==> config.mk <==
export PLATFORM = sky130hd
export DESIGN_NAME = muldiv_unit
export DESIGN_NICKNAME = d
export VERILOG_FILES = /design/src/rtl/muldiv_pkg.sv /design/src/rtl/muldiv_iter_core.sv /design/src/rtl/muldiv_unit.sv
export SDC_FILE = /design/constraint.sdc
export NUM_CORES = 1
export LEC_CHECK = 0
export CELL_PAD_IN_SITES_DETAIL_PLACEMENT = 1
export CELL_PAD_IN_SITES_GLOBAL_PLACEMENT = 1
export CORE_ASPECT_RATIO = 1.2
export CORE_MARGIN = 2
export CORE_UTILIZATION = 46
export CTS_BUF_LIST = sky130_fd_sc_hd__clkbuf_16
export DETAILED_ROUTE_END_ITERATION = 12
export GPL_ROUTABILITY_DRIVEN = 0
export PLACE_DENSITY_LB_ADDON = 0.15
export SLEW_MARGIN = 20
export SYNTH_ARGS = -nofsm -noshare
export SYNTH_HDL_FRONTEND = slang
export SYNTH_SLANG_ARGS = --single-unit
==> constraint.sdc <==
create_clock -name clk_i -period 5.03 [get_ports clk_i]
set_clock_uncertainty 0.2 [all_clocks]
set_input_delay 0.7545 -clock clk_i [delete_from_list [all_inputs] [get_ports clk_i]]
set_output_delay 0.7545 -clock clk_i [all_outputs]
set_load 0.005 [all_outputs]
==> src/rtl/muldiv_pkg.sv <==
// muldiv_pkg: shared definitions for the iterative RV32M/RV64M multiply/divide unit.
// funct3 encodings, the control FSM state type and signedness helpers.
package muldiv_pkg;

    localparam logic [2:0] F3_MUL    = 3'b000;
    localparam logic [2:0] F3_MULH   = 3'b001;
    localparam logic [2:0] F3_MULHSU = 3'b010;
    localparam logic [2:0] F3_MULHU  = 3'b011;
    localparam logic [2:0] F3_DIV    = 3'b100;
    localparam logic [2:0] F3_DIVU   = 3'b101;
    localparam logic [2:0] F3_REM    = 3'b110;
    localparam logic [2:0] F3_REMU   = 3'b111;

    typedef enum logic [1:0] {
        IDLE = 2'd0,
        CALC = 2'd1,
        FIX  = 2'd2,
        DONE = 2'd3
    } state_e;

    // rs1 is treated as two's complement for MULH, MULHSU, DIV and REM
    function automatic logic op_rs1_signed(input logic [2:0] f3);
        return (f3 == F3_MULH) || (f3 == F3_MULHSU) || (f3 == F3_DIV) || (f3 == F3_REM);
    endfunction

    // rs2 is treated as two's complement for MULH, DIV and REM
    function automatic logic op_rs2_signed(input logic [2:0] f3);
        return (f3 == F3_MULH) || (f3 == F3_DIV) || (f3 == F3_REM);
    endfunction

endpackage

==> src/rtl/muldiv_iter_core.sv <==
// muldiv_iter_core: one radix-2 step per cycle on unsigned magnitudes.
// Multiply: shift-add into a 2*XLEN accumulator (multiplier in the low half).
// Divide: restoring division; quotient register doubles as the dividend shifter.
module muldiv_iter_core #(
    parameter int XLEN = 32
) (
    input  logic              clk_i,
    input  logic              rst_i,
    input  logic              load_i,
    input  logic              step_i,
    input  logic              is_div_i,
    input  logic [XLEN-1:0]   a_i,
    input  logic [XLEN-1:0]   b_i,
    output logic [2*XLEN-1:0] acc_o,
    output logic [XLEN-1:0]   quot_o,
    output logic [XLEN-1:0]   rem_o
);

    logic [2*XLEN-1:0] r_acc;
    logic [XLEN-1:0]   r_quot;
    logic [XLEN-1:0]   r_rem;
    logic [XLEN-1:0]   r_b;

    logic [XLEN:0]     w_sum;
    logic [XLEN:0]     w_shift;
    logic [XLEN:0]     w_diff;

    // Combinational step: add-if-lsb for multiply, trial subtract for divide
    always_comb begin
        w_sum   = {1'b0, r_acc[2*XLEN-1:XLEN]} + {1'b0, (r_acc[0] ? r_b : {XLEN{1'b0}})};
        w_shift = {r_rem, r_quot[XLEN-1]};
        w_diff  = w_shift - {1'b0, r_b};
    end

    // Datapath registers: load operands, then advance one step per step_i
    always_ff @(posedge clk_i or negedge rst_i) begin
        if (!rst_i) begin
            r_acc  <= '0;
            r_quot <= '0;
            r_rem  <= '0;
            r_b    <= '0;
        end else if (load_i) begin
            r_acc  <= {{XLEN{1'b0}}, a_i};
            r_quot <= a_i;
            r_rem  <= '0;
            r_b    <= b_i;
        end else if (step_i) begin
            if (is_div_i) begin
                // Borrow in the top bit means the trial subtract failed: restore
                if (!w_diff[XLEN]) begin
                    r_rem  <= w_diff[XLEN-1:0];
                    r_quot <= {r_quot[XLEN-2:0], 1'b1};
                end else begin
                    r_rem  <= w_shift[XLEN-1:0];
                    r_quot <= {r_quot[XLEN-2:0], 1'b0};
                end
            end else begin
                r_acc <= {w_sum, r_acc[XLEN-1:1]};
            end
        end
    end

    assign acc_o  = r_acc;
    assign quot_o = r_quot;
    assign rem_o  = r_rem;

endmodule

==> src/rtl/muldiv_unit.sv <==
// muldiv_unit: iterative M-extension execution unit (IDLE -> CALC -> FIX -> DONE).
// Divide-by-zero and signed overflow finish straight from IDLE into DONE.
// Optional macro MULDIV_FAST_MUL_EN: multiplies use a single-cycle multiplier
// in IDLE and also go straight to DONE; divides are unaffected.
// Handshake: start_i is sampled only in IDLE (busy_o low); done_o is a one-cycle
// pulse with result_o valid; flush_i aborts any state back to IDLE without done_o.
module muldiv_unit
    import muldiv_pkg::*;
#(
    parameter int XLEN  = 32,
    parameter int CNT_W = $clog2(XLEN)
) (
    input  logic            clk_i,
    input  logic            rst_i,
    input  logic            start_i,
    input  logic            flush_i,
    input  logic [2:0]      funct3_i,
    input  logic [XLEN-1:0] rs1_data_i,
    input  logic [XLEN-1:0] rs2_data_i,
    output logic            busy_o,
    output logic            done_o,
    output logic [XLEN-1:0] result_o,
    output logic [1:0]      dbg_state_o
);

    localparam logic [XLEN-1:0] MOST_NEG = {1'b1, {(XLEN-1){1'b0}}};

    state_e            r_state, w_next;
    logic [CNT_W-1:0]  r_cnt;
    logic [2:0]        r_op;
    logic              r_neg;
    logic [XLEN-1:0]   r_result;

    logic              w_neg1, w_neg2, w_is_div, w_div0, w_ovf, w_direct, w_load, w_step;
    logic [XLEN-1:0]   w_mag1, w_mag2, w_direct_val, w_fix_val, w_quot, w_rem;
    logic [2*XLEN-1:0] w_acc, w_prod;
`ifdef MULDIV_FAST_MUL_EN
    logic [2*XLEN-1:0] w_fast_full, w_fast_signed;
`endif

    // Operand decode in IDLE: magnitudes, sign flags and special cases
    always_comb begin
        w_is_div     = funct3_i[2];
        w_neg1       = op_rs1_signed(funct3_i) && rs1_data_i[XLEN-1];
        w_neg2       = op_rs2_signed(funct3_i) && rs2_data_i[XLEN-1];
        w_mag1       = w_neg1 ? -rs1_data_i : rs1_data_i;
        w_mag2       = w_neg2 ? -rs2_data_i : rs2_data_i;
        w_div0       = w_is_div && (rs2_data_i == '0);
        w_ovf        = w_is_div && !funct3_i[0] && (rs1_data_i == MOST_NEG) && (rs2_data_i == '1);
        w_direct     = w_div0 || w_ovf;
        w_direct_val = '0;
        if (w_div0)      w_direct_val = funct3_i[1] ? rs1_data_i : '1;
        else if (w_ovf)  w_direct_val = funct3_i[1] ? '0 : rs1_data_i;
`ifdef MULDIV_FAST_MUL_EN
        w_fast_full   = {{XLEN{1'b0}}, w_mag1} * {{XLEN{1'b0}}, w_mag2};
        w_fast_signed = (w_neg1 ^ w_neg2) ? -w_fast_full : w_fast_full;
        if (!w_is_div) begin
            w_direct     = 1'b1;
            w_direct_val = (funct3_i == F3_MUL) ? w_fast_signed[XLEN-1:0]
                                                : w_fast_signed[2*XLEN-1:XLEN];
        end
`endif
    end

    // Sign correction and half/quotient/remainder selection in FIX
    always_comb begin
        w_prod    = r_neg ? -w_acc : w_acc;
        w_fix_val = '0;
        if (r_op[2])               w_fix_val = r_op[1] ? (r_neg ? -w_rem : w_rem)
                                                       : (r_neg ? -w_quot : w_quot);
        else if (r_op == F3_MUL)   w_fix_val = w_prod[XLEN-1:0];
        else                       w_fix_val = w_prod[2*XLEN-1:XLEN];
    end

    // Next-state and datapath control; flush wins over everything
    always_comb begin
        w_next = r_state;
        w_load = 1'b0;
        w_step = 1'b0;
        if (flush_i) begin
            w_next = IDLE;
        end else begin
            case (r_state)
                IDLE: if (start_i) begin
                    if (w_direct) begin
                        w_next = DONE;
                    end else begin
                        w_next = CALC;
                        w_load = 1'b1;
                    end
                end
                CALC: begin
                    w_step = 1'b1;
                    if (r_cnt == '0) w_next = FIX;
                end
                FIX:     w_next = DONE;
                DONE:    w_next = IDLE;
                default: w_next = IDLE;
            endcase
        end
    end

    // State register
    always_ff @(posedge clk_i or negedge rst_i) begin
        if (!rst_i) r_state <= IDLE;
        else        r_state <= w_next;
    end

    // Iteration counter, op and result-sign capture
    always_ff @(posedge clk_i or negedge rst_i) begin
        if (!rst_i) begin
            r_cnt <= '0;
            r_op  <= '0;
            r_neg <= 1'b0;
        end else if (w_load) begin
            r_cnt <= CNT_W'(XLEN - 1);
            r_op  <= funct3_i;
            r_neg <= (funct3_i[2] && funct3_i[1]) ? w_neg1 : (w_neg1 ^ w_neg2);
        end else if (w_step && r_cnt != '0) begin
            r_cnt <= r_cnt - CNT_W'(1);
        end
    end

    // Result register: written only on the transition into DONE
    always_ff @(posedge clk_i or negedge rst_i) begin
        if (!rst_i) begin
            r_result <= '0;
        end else if (!flush_i) begin
            if (r_state == IDLE && start_i && w_direct) r_result <= w_direct_val;
            else if (r_state == FIX)                    r_result <= w_fix_val;
        end
    end

    muldiv_iter_core #(.XLEN(XLEN)) u_core (
        .clk_i    (clk_i),
        .rst_i    (rst_i),
        .load_i   (w_load),
        .step_i   (w_step),
        .is_div_i (r_op[2]),
        .a_i      (w_mag1),
        .b_i      (w_mag2),
        .acc_o    (w_acc),
        .quot_o   (w_quot),
        .rem_o    (w_rem)
    );

    assign busy_o      = (r_state != IDLE);
    assign done_o      = (r_state == DONE);
    assign result_o    = r_result;
    assign dbg_state_o = r_state;

endmodule

==> results of run 1 <==
[cell families (layout without fill, tap and decap cells)]
| logic type | Yosys count | count (layout) |
|---|---|---|
| buffers and inverters | 216 | 292 |
| xor gates and xnor gates | 215 | 215 |
| and+or+nand+nor | 888 | 888 |
| AOI/OAI and AO/OA | 677 | 677 |
| adders and majority gates | 78 | 78 |
| muxes | 39 | 39 |
| DFF | 203 | 203 |
[routing by layer]
layer	vias to the layer above	wire, um	global-route usage
met5	-	0	0
met4	0	4180	0.194
met3	196	4190	0.0466
met2	635	32800	0.588
met1	9145	27500	0.417
li1	8446	-	-
[worst paths after layout]
check / from / endpoint / slack (ps) / cells past startpoint
max in group asynchronous: rst_i / u_core.acc_o[25] / 3420 / 2
max: u_core.r_b[0] / u_core.rem_o[9] / 530 / 15
min in group clk_i: u_core.r_b[23] / u_core.r_b[23] / 280 / 2
max reg2reg: u_core.r_b[0] / u_core.rem_o[9] / 530 / 15
min reg2reg: u_core.r_b[23] / u_core.r_b[23] / 280 / 2
min: rst_i / result_o[6] / 30 / 1
[cells in the final DEF, fill, tap and decap left out, types with 13 or more instances in the layout]
cell               n
clkbuf_16         25
nor4_1            23
o211ai_1          17
or4_1             29
buf_4             63
dfrtp_1          202
mux2i_1           30
or2_2             13
a211oi_1          17
nand2b_1          16
xor2_1            93
and3_1            17
nor2b_1           14
o41ai_1           23
a21oi_1          186
o22ai_1           15
xnor2_1          121
a21o_1            18
nand3_1           47
nand2_1          347
o21ai_0          178
nor3_1            62
o31ai_1           49
or3_1             33
inv_1             80
nand4_1           30
a31oi_1           87
nor2_1           214
ha_1              76
clkdlybuf4s50_1  105
[power groups by stage]
stage          clock network (uW)  registers (uW)  logic (uW)
6_report                     1710            3670        9110
5_1_grt                      1770            3760        9940
4_1_cts                      1720            3610        8990
3_5_place_dp                    0            3620        8910
3_3_place_gp                    0            3580        8580
2_1_floorplan                   0            3090        6320
[registers in the layout, indices dropped and copies added (netlist names), 2 cells and up]
name           flops
u_core.acc_o      64
u_core.rem_o      32
u_core.quot_o     32
r_cnt              5
r_op               3
dbg_state_o        2
u_core.r_b        32
result_o          32
[cell type report]
cell class | count | area share
Clock buffer | 25 | 0.0313
Clock inverter | 18 | 0.00514
Inverter | 75 | 0.0141
Multi-Input combinational cell | 1897 | 0.583
Sequential cell | 203 | 0.255
Tap cell | 480 | 0.0301
Timing Repair Buffer | 174 | 0.0821
[critical path: stages (launching register included)]
cell and delay, ps:
dfrtp_1 440, ha_1 320, fa_1 450, nor2b_1 220
o31ai_1 110, buf_4 160, a21o_1 190, o41ai_1 420
buf_4 190, o21ai_0 100, buf_4 170, o21ai_0 180
buf_4 170, xnor2_1 520, nor2_1 260, a211oi_1 290
[per-stage QoR]
stage / setup slack, ps / utilization / std cells
after global routing: 374 / 0.530 / 2872
after CTS: 535 / 0.530 / 2872
final: 535 / 0.530 / 2872
after detailed placement: 508 / 0.510 / 2829
after global placement: 294 / 0.510 / 2829
after floorplan: 1270 / - / 2316
==> key figures, run 1 <==
Min path
  • Class of the worst hold path: input port to async pin

Worst setup path
  • Critical Path Source Type: register
  • CP Data Arrival Time: 4750 ps
  • Worst-path fanout max: 8
  • Critical Path Sink Type: register
  • Req. time, crit path: 5280 ps
  • Worst Setup Path Type: register to register

Detailed routing
  • Avg WL per Cell: 23.9 um
  • Detail Route Antenna Nets: 0
  • Pre-antenna DRT Iters: 8
  • DRT iter0 DRCs: 1228
  • Final wirelength: 68.7 mm
  • DR vias: 18400
  • Via/cell ratio: 6.41
  • DRC: 0

Clocking
  • Clock slew at reported path FFs: 60 ps
  • CTS Hold Buffers Added: 0
  • Post-CTS Resized: 0
  • Clk buf depth: 3
  • Root Buffer: clkbuf_16
  • CTS buffer count: 25
  • Post-CTS Setup Bufs: 0
  • H-tree levels: 1
  • Clock Latency Late Sink: 550 ps
  • CTS tree: built
  • Clock Sinks: 203

Floorplanning
  • I/O pin cnt: 107
  • Core Area: 37700 um2
  • Std-Cell Rows: 78
  • Starting Density: 0.464
  • Die area: 39600 um2
  • Die H: 218 um
  • Die Wd: 182 um

Logic synthesis
  • Mapped Cells: 2316
  • Mux cell area share after synthesis: 0.0236
  • Top cells by count, synth: nand2_1, nor2_1, dfrtp_1
  • Warnings from Yosys: 0
  • Syn nets: 2465
  • Top-count cell post-synth: nand2_1
  • Seq cells post-synth: 203
  • Compound-Gate Fraction of Synth Area: 0.237
  • Async SR Flop Fraction: 1.00
  • Post-synthesis adder-cell area fraction: 0.0567
  • EDFF count, synth: 0
  • Largest area contributor in the netlist: dfrtp_1
  • XOR/XNOR share of the synthesized area: 0.108
  • Post-synthesis sequential area ratio: 0.290
  • Top cells by area, synth: dfrtp_1, nand2_1, xnor2_1, ha_1, a21oi_1
  • Mapped Avg Cell Area: 7.55 um2
  • Area of the mapped netlist: 17500 um2
  • Main flop type after synthesis: dfrtp_1
  • Main combinational cell family by area after synthesis: compound AO/OA/AOI/OAI gates
  • Area fraction in and, or, nand and nor cells after synthesis: 0.236
  • Yosys top cell area share: 0.290
  • Synth cell types: 82

STA
  • Setup TNS: 0 ps
  • Final Hold Fails: 0
  • Final min period: 4500 ps
  • Tightest Pin Transition: 1210 ps
  • RSZ-0062 raised after global routing: false
  • Slew HR: 0.185
  • Tcrit/Tclk final: 0.894
  • Final Max Tran Viols: 0
  • Maximum clock frequency: 0.222 GHz
  • Final setup violating endpoints: 0
  • Hold slack: 29.7 ps

Global route
  • Pin count of the biggest net entering global routing: 98
  • Initial antenna violation count: 0
  • All-Layer GR Usage: 0.343
  • Total gr overflow: 0
  • First-pass GRT wire length: 108 mm
  • Vias in the first global route: 19000

Placement
  • Placed cell area: 19200 um2
  • IO buf count: 106
  • Placed wire-length estimate: 52.1 mm

Flow run
  • Max_cap viols: 0

Finish
  • Net count, final: 2525
  • Synth-to-layout area growth: 14.1%
  • Multi-input logic area: 11600 um2
  • # fillers: 4703
  • Diode count: 0
  • Fraction of layout cells with a size suffix above 1: 0.0615
  • Post-route design area: 20000 um2
  • Register area: 5080 um2

Pwr
  • Pwr dens: 726 nW/um2
  • Logic pwr share: 0.629
  • Sw frac: 0.517
  • Pleak: 0.00824 uW
  • Tot Pwr: 14500 uW
  • P_int: 7000 uW
  • Seq pwr share: 0.253
  • Clk pwr share: 0.118
  • Switching pwr: 7490 uW
  • Worst VDD drop: 0.000343 V

Status
  • Status: finished, final reports clean
No activity file was read; power rests on OpenSTA's default activity.
==> run 2: changes to the inputs <==
--- a/config.mk
+++ b/config.mk
@@ -7,7 +7,7 @@
 export LEC_CHECK = 0
 export CELL_PAD_IN_SITES_DETAIL_PLACEMENT = 1
 export CELL_PAD_IN_SITES_GLOBAL_PLACEMENT = 1
-export CORE_ASPECT_RATIO = 1.2
+export CORE_ASPECT_RATIO = 1.4
 export CORE_MARGIN = 2
 export CORE_UTILIZATION = 46
 export CTS_BUF_LIST = sky130_fd_sc_hd__clkbuf_16
==> run 2 against run 1 <==
Effect of this change: the flow now finishes with violations (hold timing); sequential power increased by 2%; cell count decreased by 1.1%; sequential share of layout area grew 0.15 points; utilization down 0.091 points; worst setup slack got worse by 28 ps; first-iteration DRC count rose by 17%; global-route usage is 4.1 points higher; fmax fell by 0.63%; largest cell class unchanged.
==> key figures, run 2 (synthesis gave the netlist of run 1 again) <==
Pwr
  • Tot Pwr: 15300 uW (+5.9%)
  • Pleak: 0.00815 uW (-1.1%)
  • Worst VDD drop: 0.000412 V (+20%)
  • Pwr dens: 773 nW/um2 (+6.5%)

Detailed routing
  • Pre-antenna DRT Iters: 5 (-3)
  • Detail Route Antenna Nets: 0 (unchanged)
  • DR vias: 18700 (+1.7%)
  • Via/cell ratio: 6.60 (+2.8%)
  • Final wirelength: 77.0 mm (+12%)
  • DRT iter0 DRCs: 1434 (+17%)
  • DRC: 0 (unchanged)
  • Avg WL per Cell: 27.1 um (+13%)

Worst setup path
  • Flop2flop setup slack: 510 ps (-30 ps)
  • Req. time, crit path: 5300 ps (+20 ps)
  • Critical Path Source Type: register
  • CP Data Arrival Time: 4790 ps (+40 ps)
  • Worst-path fanout max: 30 (+22)
  • Critical Path Sink Type: register
  • Worst Setup Path Type: register to register

Finish
  • Synth-to-layout area growth: 13.5%
  • Most common cell after layout, fill and taps aside: nand2_1
  • Fraction of layout cells with a size suffix above 1: 0.0541 (-0.00738)
  • Commonest non-fill, non-tap cells in the layout: nand2_1, nor2_1, dfrtp_1, a21oi_1, o21ai_0
  • Layout Utilization: 0.529 (-0.000914)
  • Largest register FFs: 64 (unchanged)
  • Net count, final: 2499 (-1.0%)

Clocking
  • CTS Hold Buffers Added: 0 (unchanged)
  • H-tree levels: 1 (unchanged)
  • Post-CTS Resized: 0 (unchanged)
  • Clock Sinks: 203 (unchanged)
  • CTS tree: built
  • Clock slew at reported path FFs: 60 ps (about the same)
  • Post-CTS Setup Bufs: 0 (unchanged)
  • CTS buffer count: 24 (-4.0%)
  • Root Buffer: clkbuf_16
  • Clk buf depth: 3 (unchanged)
  • Clock Latency Late Sink: 560 ps (about the same)

Global route
  • Initial antenna violation count: 7 (+7)
  • All-Layer GR Usage: 0.384 (+0.0409)
  • Total gr overflow: 0 (unchanged)
  • Vias in the first global route: 19000 (-0.11%)
  • First-pass GRT wire length: 116 mm (+8.2%)
  • Pin count of the biggest net entering global routing: 90 (-8.2%)

STA
  • Tightest Pin Transition: 1200 ps (-14.1 ps)
  • Final Hold Fails: 4 (+4)
  • RSZ-0062 raised after global routing: false
  • Maximum clock frequency: 0.221 GHz (-0.63%)
  • Final min period: 4520 ps (+28.4 ps)
  • Tcrit/Tclk final: 0.899 (+0.00565)
  • Final Max Tran Viols: 0 (unchanged)
  • Slew HR: 0.197 (+0.0122)
  • Hold slack: -8.83 ps (-38.5 ps)
  • Final setup violating endpoints: 0 (unchanged)
  • Setup TNS: 0 ps (unchanged)

Min path
  • Class of the worst hold path: input port to async pin

Floorplanning
  • Core Area: 37500 um2 (-0.40%)
  • Std-Cell Rows: 84 (+7.7%)
  • Die area: 39600 um2 (about the same)
  • I/O pin cnt: 107 (unchanged)
  • Die H: 235 um (+7.9%)
  • Starting Density: 0.466 (+0.00186)
  • Die Wd: 169 um (-7.3%)

Status
  • Status: finished with violations
  • Failing checks: hold timing

Placement
  • IO buf count: 106 (unchanged)
  • Placed wire-length estimate: 58.0 mm (+11%)

Flow run
  • Max_cap viols: 0 (unchanged)
run 2: cell types whose count changed in the layout (fill, tap and decap cells not counted), sizes merged:
cell / change
buf: -26
clkbuf: +1
bufinv: +3
clkinv: -1
inv: -2
diode: +1
run 2: worst max-delay path, stage by stage, from the launching register on:
cell and delay (ps):
dfrtp_1 450, ha_1 270, fa_1 420, nor2b_1 190, o31ai_1 180, a21o_1 230, o41ai_1 560, o21ai_0 430
o21ai_0 260, buf_4 180, xor2_4 130, buf_4 440, o311ai_0 270, o21ai_0 190
run 2: report_power, final:
part | switching [uW] | internal [uW] | leakage, uW | total [uW]
combinational | 6210 | 3530 | 0.00522 | 9740
sequential | 1350 | 2380 | 0.00253 | 3730
clock | 768 | 1100 | 0.000406 | 1870
total | 8320 | 7010 | 0.00815 | 15300
run 2: layer usage:
metal	wire length, um	up-vias	global-route usage
met3	5580	317	0.0960
met2	35300	763	0.619
li1	-	8394	-
met1	28000	9259	0.423
met5	44	-	0
met4	8110	6	0.325
run 2: stage by stage:
stage	hold WS [ps]	area, um2	setup WS (ps)	instances
after floorplan	250	17500	1270	2316
after CTS	54.0	19800	475	2839
after detailed placement	274	19000	314	2796
final	-8.83	19800	507	2841
after global placement	262	19000	307	2796
after global routing	79.5	19800	379	2840
run 2: layout make-up:
type,instances,area (um2)
inverters,75,282
well taps,473,592
flip-flops and latches,203,5080
clock inverters,18,184
repair buffers,149,1450
clock buffers,25,626
multi-input cells,1897,11600
diodes,1,2.50
fillers,4666,17700
run 2: path summary, 6_finish.rpt:
kind	depth (start not counted)	startpoint	endpoint
min reg2reg	2	result_o[11]	result_o[11]
max in group asynchronous	2	rst_i	u_core.quot_o[0]
max reg2reg	13	u_core.r_b[0]	u_core.rem_o[30]
min in group clk_i	2	result_o[11]	result_o[11]
min	1	rst_i	r_cnt[2]
max	13	u_core.r_b[0]	u_core.rem_o[30]
